==> src/rtl/rob_superscalar.sv <==
// -----------------------------------------------------------------------------
// rob_superscalar
//   N-way reorder buffer between dispatch, the CDB and the architectural
//   regfile. Allocates up to WAYS entries per cycle in program order, records
//   up to CDB_WAYS completions per cycle, retires up to WAYS consecutive done
//   entries from the head, squashes everything younger than a mispredicted
//   branch, and serves tag-indexed operand lookups with CDB bypass.
//
// Ports
//   clock, reset_n     rising-edge clock, asynchronous active-low reset
//   dis_valid          per-way dispatch request (way 0 oldest)
//   dis_dest_idx       per-way architectural destination register
//   dis_tag            tag offered to way k: tail + k
//   dis_num_free       min(free entries, WAYS)
//   cdb_valid/tag/value completion ports
//   squash_valid/tag   mispredict recovery; squash_tag survives
//   rd_tag             operand lookup tags
//   rd_ready/rd_value  lookup result, CDB bypass first
//   ret_valid          retiring ways, contiguous from way 0
//   ret_dest_idx/value retiring destination register and value
//   full, empty        occupancy flags
// -----------------------------------------------------------------------------
module rob_superscalar #(
   parameter int ROB_DEPTH = 32,
   parameter int WAYS      = 2,
   parameter int CDB_WAYS  = 2,
   parameter int RD_PORTS  = 2,
   parameter int XLEN      = 32,
   parameter int REG_IDX_W = 5
) (
   input  logic                                   clock,
   input  logic                                   reset_n,
   input  logic [WAYS-1:0]                        dis_valid,
   input  logic [WAYS*REG_IDX_W-1:0]              dis_dest_idx,
   output logic [WAYS*$clog2(ROB_DEPTH)-1:0]      dis_tag,
   output logic [$clog2(WAYS):0]                  dis_num_free,
   input  logic [CDB_WAYS-1:0]                    cdb_valid,
   input  logic [CDB_WAYS*$clog2(ROB_DEPTH)-1:0]  cdb_tag,
   input  logic [CDB_WAYS*XLEN-1:0]               cdb_value,
   input  logic                                   squash_valid,
   input  logic [$clog2(ROB_DEPTH)-1:0]           squash_tag,
   input  logic [RD_PORTS*$clog2(ROB_DEPTH)-1:0]  rd_tag,
   output logic [RD_PORTS-1:0]                    rd_ready,
   output logic [RD_PORTS*XLEN-1:0]               rd_value,
   output logic [WAYS-1:0]                        ret_valid,
   output logic [WAYS*REG_IDX_W-1:0]              ret_dest_idx,
   output logic [WAYS*XLEN-1:0]                   ret_value,
   output logic                                   full,
   output logic                                   empty
);

   localparam int TAG_W = $clog2(ROB_DEPTH);
   localparam int CNT_W = TAG_W + 1;
   localparam int NF_W  = $clog2(WAYS) + 1;

   // ---------------------------------------------------------------- state
   logic [TAG_W-1:0]     r_head;
   logic [TAG_W-1:0]     r_tail;
   logic [CNT_W-1:0]     r_count;
   logic [ROB_DEPTH-1:0] r_busy;
   logic [ROB_DEPTH-1:0] r_done;
   logic [REG_IDX_W-1:0] r_dest  [ROB_DEPTH];
   logic [XLEN-1:0]      r_value [ROB_DEPTH];

   // ---------------------------------------------------------------- wires
   logic [CNT_W-1:0]     w_free;
   logic                 w_sq_act;
   logic [TAG_W-1:0]     w_sq_off;
   logic [WAYS-1:0]      w_dis_acc;
   logic [CNT_W-1:0]     w_acc_cnt;
   logic                 w_acc_run;
   logic [CNT_W-1:0]     w_ret_cnt;
   logic                 w_ret_run;
   logic [TAG_W-1:0]     w_ridx;
   logic [ROB_DEPTH-1:0] w_busy_nxt;
   logic [ROB_DEPTH-1:0] w_done_nxt;
   logic [TAG_W-1:0]     w_koff;
   logic [TAG_W-1:0]     w_ctag;
   logic [TAG_W-1:0]     w_rtag;
   logic                 w_hit;
   logic [CNT_W-1:0]     w_count_nxt;
   logic                 w_cdb_dup;

   assign w_free   = CNT_W'(ROB_DEPTH) - r_count;
   assign w_sq_act = squash_valid && r_busy[squash_tag];
   // Age of the squash point relative to head; younger entries have a larger offset.
   assign w_sq_off = squash_tag - r_head;

   assign full         = (r_count == CNT_W'(ROB_DEPTH));
   assign empty        = (r_count == '0);
   assign dis_num_free = (w_free >= CNT_W'(WAYS)) ? NF_W'(WAYS) : NF_W'(w_free);

   // ------------------------------------------------------------- dispatch
   // Acceptance stops at the first gap or once free slots run out; a squash
   // cycle accepts nothing.
   always_comb begin
      w_acc_run = 1'b1;
      w_acc_cnt = '0;
      w_dis_acc = '0;
      dis_tag   = '0;
      for (int unsigned k = 0; k < WAYS; k++) begin
         dis_tag[k*TAG_W +: TAG_W] = r_tail + TAG_W'(k);
         if (w_acc_run && dis_valid[k] && (CNT_W'(k) < w_free) && !w_sq_act) begin
            w_dis_acc[k] = 1'b1;
            w_acc_cnt    = w_acc_cnt + CNT_W'(1);
         end else begin
            w_acc_run = 1'b0;
         end
      end
   end

   // --------------------------------------------------------------- retire
   always_comb begin
      w_ret_run    = 1'b1;
      w_ret_cnt    = '0;
      w_ridx       = '0;
      ret_valid    = '0;
      ret_dest_idx = '0;
      ret_value    = '0;
      for (int unsigned k = 0; k < WAYS; k++) begin
         w_ridx = r_head + TAG_W'(k);
         if (w_ret_run && r_busy[w_ridx] && r_done[w_ridx]) begin
            ret_valid[k]                           = 1'b1;
            ret_dest_idx[k*REG_IDX_W +: REG_IDX_W] = r_dest[w_ridx];
            ret_value[k*XLEN +: XLEN]              = r_value[w_ridx];
            w_ret_cnt                              = w_ret_cnt + CNT_W'(1);
         end else begin
            w_ret_run = 1'b0;
         end
      end
   end

   // ----------------------------------------------------- busy/done update
   // Order matters: completions first, then retire clears, then the squash
   // kill (so CDB writes to killed entries vanish), then new allocations.
   always_comb begin
      w_busy_nxt = r_busy;
      w_done_nxt = r_done;
      w_ctag     = '0;
      w_koff     = '0;
      for (int unsigned p = 0; p < CDB_WAYS; p++) begin
         w_ctag = cdb_tag[p*TAG_W +: TAG_W];
         if (cdb_valid[p] && r_busy[w_ctag]) begin
            w_done_nxt[w_ctag] = 1'b1;
         end
      end
      for (int unsigned k = 0; k < WAYS; k++) begin
         if (ret_valid[k]) begin
            w_busy_nxt[r_head + TAG_W'(k)] = 1'b0;
            w_done_nxt[r_head + TAG_W'(k)] = 1'b0;
         end
      end
      if (w_sq_act) begin
         for (int unsigned i = 0; i < ROB_DEPTH; i++) begin
            w_koff = TAG_W'(i) - r_head;
            if (w_koff > w_sq_off) begin
               w_busy_nxt[i] = 1'b0;
               w_done_nxt[i] = 1'b0;
            end
         end
      end
      for (int unsigned k = 0; k < WAYS; k++) begin
         if (w_dis_acc[k]) begin
            w_busy_nxt[r_tail + TAG_W'(k)] = 1'b1;
            w_done_nxt[r_tail + TAG_W'(k)] = 1'b0;
         end
      end
   end

   assign w_count_nxt = w_sq_act ? (CNT_W'(w_sq_off) + CNT_W'(1) - w_ret_cnt)
                                 : (r_count + w_acc_cnt - w_ret_cnt);

   always_ff @(posedge clock or negedge reset_n) begin
      if (!reset_n) begin
         r_head  <= '0;
         r_tail  <= '0;
         r_count <= '0;
         r_busy  <= '0;
         r_done  <= '0;
      end else begin
         r_head  <= r_head + TAG_W'(w_ret_cnt);
         r_tail  <= w_sq_act ? (squash_tag + TAG_W'(1)) : (r_tail + TAG_W'(w_acc_cnt));
         r_count <= w_count_nxt;
         r_busy  <= w_busy_nxt;
         r_done  <= w_done_nxt;
      end
   end

   // Payload storage carries no reset; busy/done qualify every read.
   always_ff @(posedge clock) begin
      for (int unsigned k = 0; k < WAYS; k++) begin
         if (w_dis_acc[k]) begin
            r_dest[r_tail + TAG_W'(k)] <= dis_dest_idx[k*REG_IDX_W +: REG_IDX_W];
         end
      end
      for (int unsigned p = 0; p < CDB_WAYS; p++) begin
         if (cdb_valid[p] && r_busy[cdb_tag[p*TAG_W +: TAG_W]]) begin
            r_value[cdb_tag[p*TAG_W +: TAG_W]] <= cdb_value[p*XLEN +: XLEN];
         end
      end
   end

   // --------------------------------------------------------------- lookup
   // Lowest-index matching CDB port wins over the stored entry.
   always_comb begin
      rd_ready = '0;
      rd_value = '0;
      w_rtag   = '0;
      w_hit    = 1'b0;
      for (int unsigned r = 0; r < RD_PORTS; r++) begin
         w_rtag                   = rd_tag[r*TAG_W +: TAG_W];
         w_hit                    = 1'b0;
         rd_ready[r]              = r_done[w_rtag];
         rd_value[r*XLEN +: XLEN] = r_value[w_rtag];
         for (int unsigned p = 0; p < CDB_WAYS; p++) begin
            if (!w_hit && cdb_valid[p] && (cdb_tag[p*TAG_W +: TAG_W] == w_rtag)) begin
               w_hit                    = 1'b1;
               rd_ready[r]              = 1'b1;
               rd_value[r*XLEN +: XLEN] = cdb_value[p*XLEN +: XLEN];
            end
         end
      end
   end

   // ------------------------------------------------------------ assertion
   always_comb begin
      w_cdb_dup = 1'b0;
      for (int unsigned i = 0; i < CDB_WAYS; i++) begin
         for (int unsigned j = i + 1; j < CDB_WAYS; j++) begin
            if (cdb_valid[i] && cdb_valid[j] &&
                (cdb_tag[i*TAG_W +: TAG_W] == cdb_tag[j*TAG_W +: TAG_W])) begin
               w_cdb_dup = 1'b1;
            end
         end
      end
   end

   a_cdb_unique_tag: assert property (@(posedge clock) disable iff (!reset_n) !w_cdb_dup);

endmodule

==> config.mk <==
export PLATFORM = sky130hd
export DESIGN_NAME = rob_superscalar
export DESIGN_NICKNAME = d
export VERILOG_FILES = /design/src/rtl/rob_superscalar.sv
export SDC_FILE = /design/constraint.sdc
export NUM_CORES = 2
export LEC_CHECK = 0
export BUFFER_PORTS_ARGS = -buffer_cell sky130_fd_sc_hd__clkbuf_2
export CORE_MARGIN = 2
export CORE_UTILIZATION = 23
export CTS_CLUSTER_SIZE = 40
export DETAILED_ROUTE_END_ITERATION = 8
export SLEW_MARGIN = 10
export SYNTH_ARGS = -nofsm -noshare
export SYNTH_HDL_FRONTEND = slang
export SYNTH_SLANG_ARGS = --single-unit
==> constraint.sdc <==
create_clock -name clock -period 5 [get_ports clock]
set_clock_uncertainty 0.2 [all_clocks]
set_input_delay 0.5 -clock clock [delete_from_list [all_inputs] [get_ports clock]]
set_output_delay 0.5 -clock clock [all_outputs]
set_load 0.01 [all_outputs]
==> results.ini <==
[run_status]
status=finished with violations
violations=setup timing

[power_and_ir_drop]
p_per_area_mw_per_mm2=497
leakage_nw=36.6
peakVddDrop_mv=0.624
power.total_mw=55.7

[worst_hold_path]
hold_class=input pin to flop

[yosys]
synth_area_mm2=0.0975
synth-xor-area-share_pct=0.629
ys_warn_count=0
synthAdderAreaFrac_pct=1.62
synth_simple_gate_area_share_pct=3.99
synth_edf_count=1184
ys_seq_area_share_pct=38.5
ys_seq_elements=1264
synth_commonest_cells=mux4_2 (1,419), edfxtp_1 (1,184), mux2_2 (1,139), clkbuf_1 (444), nand2_1 (377)
synth.most_common_cell=mux4_2
syn_nets=6591
synth_cells=6362
syn_avg_cell_area_um2=15.3
synth_async_sr_flop_share_pct=6.33
synth_mux_area_share_pct=47.6
synth_top_family_by_area=multiplexers
synthFlopType=edfxtp_1
synthTopCellsByArea=edfxtp_1 (36%), mux4_2 (33%), mux2_2 (13%), dfrtp_1 (2.1%), clkbuf_1 (1.7%)
synth-compound-area-share_pct=3.53
yosys.area.top_type=edfxtp_1
synth_top_area_share_pct=36.5
yosysUniqueCellTypes=93

[clock_network]
root_buffer=clkbuf_16
clock_latency_ns=0.83
clk_pin_slew_ns=0.06
clk_path_buf_depth=4
cts_tree=yes
cts_buffers=148
htreeDepth=4
clock-sinks=1264

[floorplan]
core_area_mm2=0.423
fp.dieH_um=655
die_x_um=655
core.rowCount=239
start_util_pct=23.1
num_io_pins=262
dieArea_mm2=0.429

[grt]
antenna_found_initial=57
grt_pass1_wl_um=584000
grt_overflow_total=0
grt_pass1_vias=70100
grt_usage_pct=19.3
grt_max_degree=127

[place]
hpwlAfterDp_um=270000
place_congestion=0.968
port_buffers=261
place_ws_ns=0.210

[routing]
drt_iter0_markers=11500
firstDrtPassIters=8
antenna_left=0
drcViolationCount=0
drt_wl_total_um=428000
dr_total_vias=71100
vias_per_cell=5.84
wl_per_cell_um=35.2

[worst_setup_path]
start_kind=flop
cp.arrival_ns=4.32
critPathSlowestCell=buf_6
path_cells=ha_1 > xor2_2 > inv_6 > buf_8 > buf_6 > mux4_2 > nand2_1 > a21oi_2 > buf_4 > clkbuf_2
cp_top_family=buffers and inverters
end_kind=primary output
path_class=flop to primary output
worstPathRequired_ns=4.30
cp_max_fo=34
cpPeakStageDelay_ns=0.63
crit_buf_inv=5

[sta]
tightest_slew_ns=1.23
setup_viol=1
fin_crit_ns=5.02
period_share_pct=100
fin_ws_ns=-0.0152
rsz0062_at_grt=no
slew_headroom_pct=18.0
final_hold_viol_count=0
fmax_ghz=0.199
drv_slew=0

[final_layout]
layout.nets=6602
finalCoreUtilization_pct=26.5
synthToLayoutAreaGrowth_pct=15.0
drive_gt1_share_pct=55.0

[run]
maxCapViolations=0

-- worst register-to-register path, cell delays in order, from the launching register on --
cell and delay, ns:
dfrtp_4 0.49, clkinvlp_4 0.21, ha_4 0.32, buf_12 0.15, nand3_1 0.08, o21ai_0 0.11
mux4_2 0.50, o211ai_4 0.21, nand2b_4 0.17, inv_1 0.07, ha_1 0.24, fa_1 0.57
inv_1 0.06, ha_1 0.27, a21o_1 0.16, a21oi_1 0.25, nor2_1 0.09, nor2_1 0.09
o21bai_1 0.08, xor2_1 0.17, a21oi_1 0.09
-- area by class of cell --
cell class / instances / area, um2
Timing Repair Buffer: 632 / 5630
Antenna cell: 32 / 80.1
Clock buffer: 176 / 3900
Tap cell: 5663 / 7090
Inverter: 131 / 509
Clock inverter: 78 / 778
Fill cell: 43000 / 311000
Multi-Input combinational cell: 4196 / 56500
Sequential cell: 1264 / 37600
-- registers in the layout, summed over array words and instances (netlist names) --
register	flops
r_done	32
r_value	1024
r_dest	160
r_tail	5
r_count	6
r_busy	32
r_head	5
-- path summary, 6_finish.rpt --
check                      cells past startpoint                   end  slack [ns]                 start
max reg2reg                                   20  r_count[5]$_DFF_PN0_        0.30   r_head[1]$_DFF_PN0_
max                                           10         ret_value[62]       -0.02   r_head[1]$_DFF_PN0_
max in group asynchronous                      3   r_busy[0]$_DFF_PN0_        3.47               reset_n
min in group asynchronous                      2  r_done[19]$_DFF_PN0_        0.18               reset_n
min                                            4   r_tail[2]$_DFF_PN0_        0.07         squash_tag[2]
min reg2reg                                    1  r_done[29]$_DFF_PN0_        0.37  r_done[29]$_DFF_PN0_
-- routing by layer --
metal  routed length [um]  GRT usage (%)
met5                  109              0
met4                38700           15.4
met3                48600           4.72
met2               194000           30.0
met1               146000           22.9
-- cells by family (layout without fill, tap and decap cells) --
family                   Yosys count  after routing
multiplexers                    2701           2701
flip-flops                      1264           1264
buffers and inverters            902           1017
AND/OR/NAND/NOR                  755            755
AO/OA/AOI/OAI                    547            547
adder cells (fa/ha/maj)          123            123
XOR/XNOR                          70             70
other                              0             32
-- power breakdown --
part / internal [mW] / switching [mW] / leakage (nW)
registers: 12.1 / 0.710 / 11.7
logic: 14.1 / 17.8 / 22.7
clock network: 6.25 / 4.80 / 2.25
-- metrics by stage --
step	cell area (um2)	TNS (ns)	cells	hold WS [ns]
3_3_place_gp	107000	0	11900	0.359
5_1_grt	112000	0	12200	0.0947
6_report	112000	-0.0152	12200	0.0655
3_5_place_dp	107000	0	11900	0.364
4_1_cts	112000	-0.0435	12100	0.0411
2_1_floorplan	97500	-23.43	6362	0.00441
-- timing repair --
| item | 4_1_cts | 5_1_grt |
|---|---|---|
| setup endpoints to repair | 61 | 31 |
| hold endpoints to repair | 62 | 0 |
| buffers inserted | 0 | 1 |
| resized for setup | 27 | 9 |
| cloned | 6 | 0 |
| hold buffers | 3 | 0 |
| pin swaps | 0 | 1 |
-- cell usage in the layout, fill, tap and decap left out, types with 116 or more instances in the layout --
| master | count |
|---|---|
| buf_4 | 261 |
| clkbuf_16 | 152 |
| clkbuf_2 | 250 |
| edfxtp_1 | 1184 |
| ha_1 | 116 |
| inv_1 | 122 |
| mux2_2 | 1139 |
| mux4_2 | 1419 |
| nand2_1 | 376 |
| o21ai_0 | 177 |
Power figures use the tool's default switching activity.
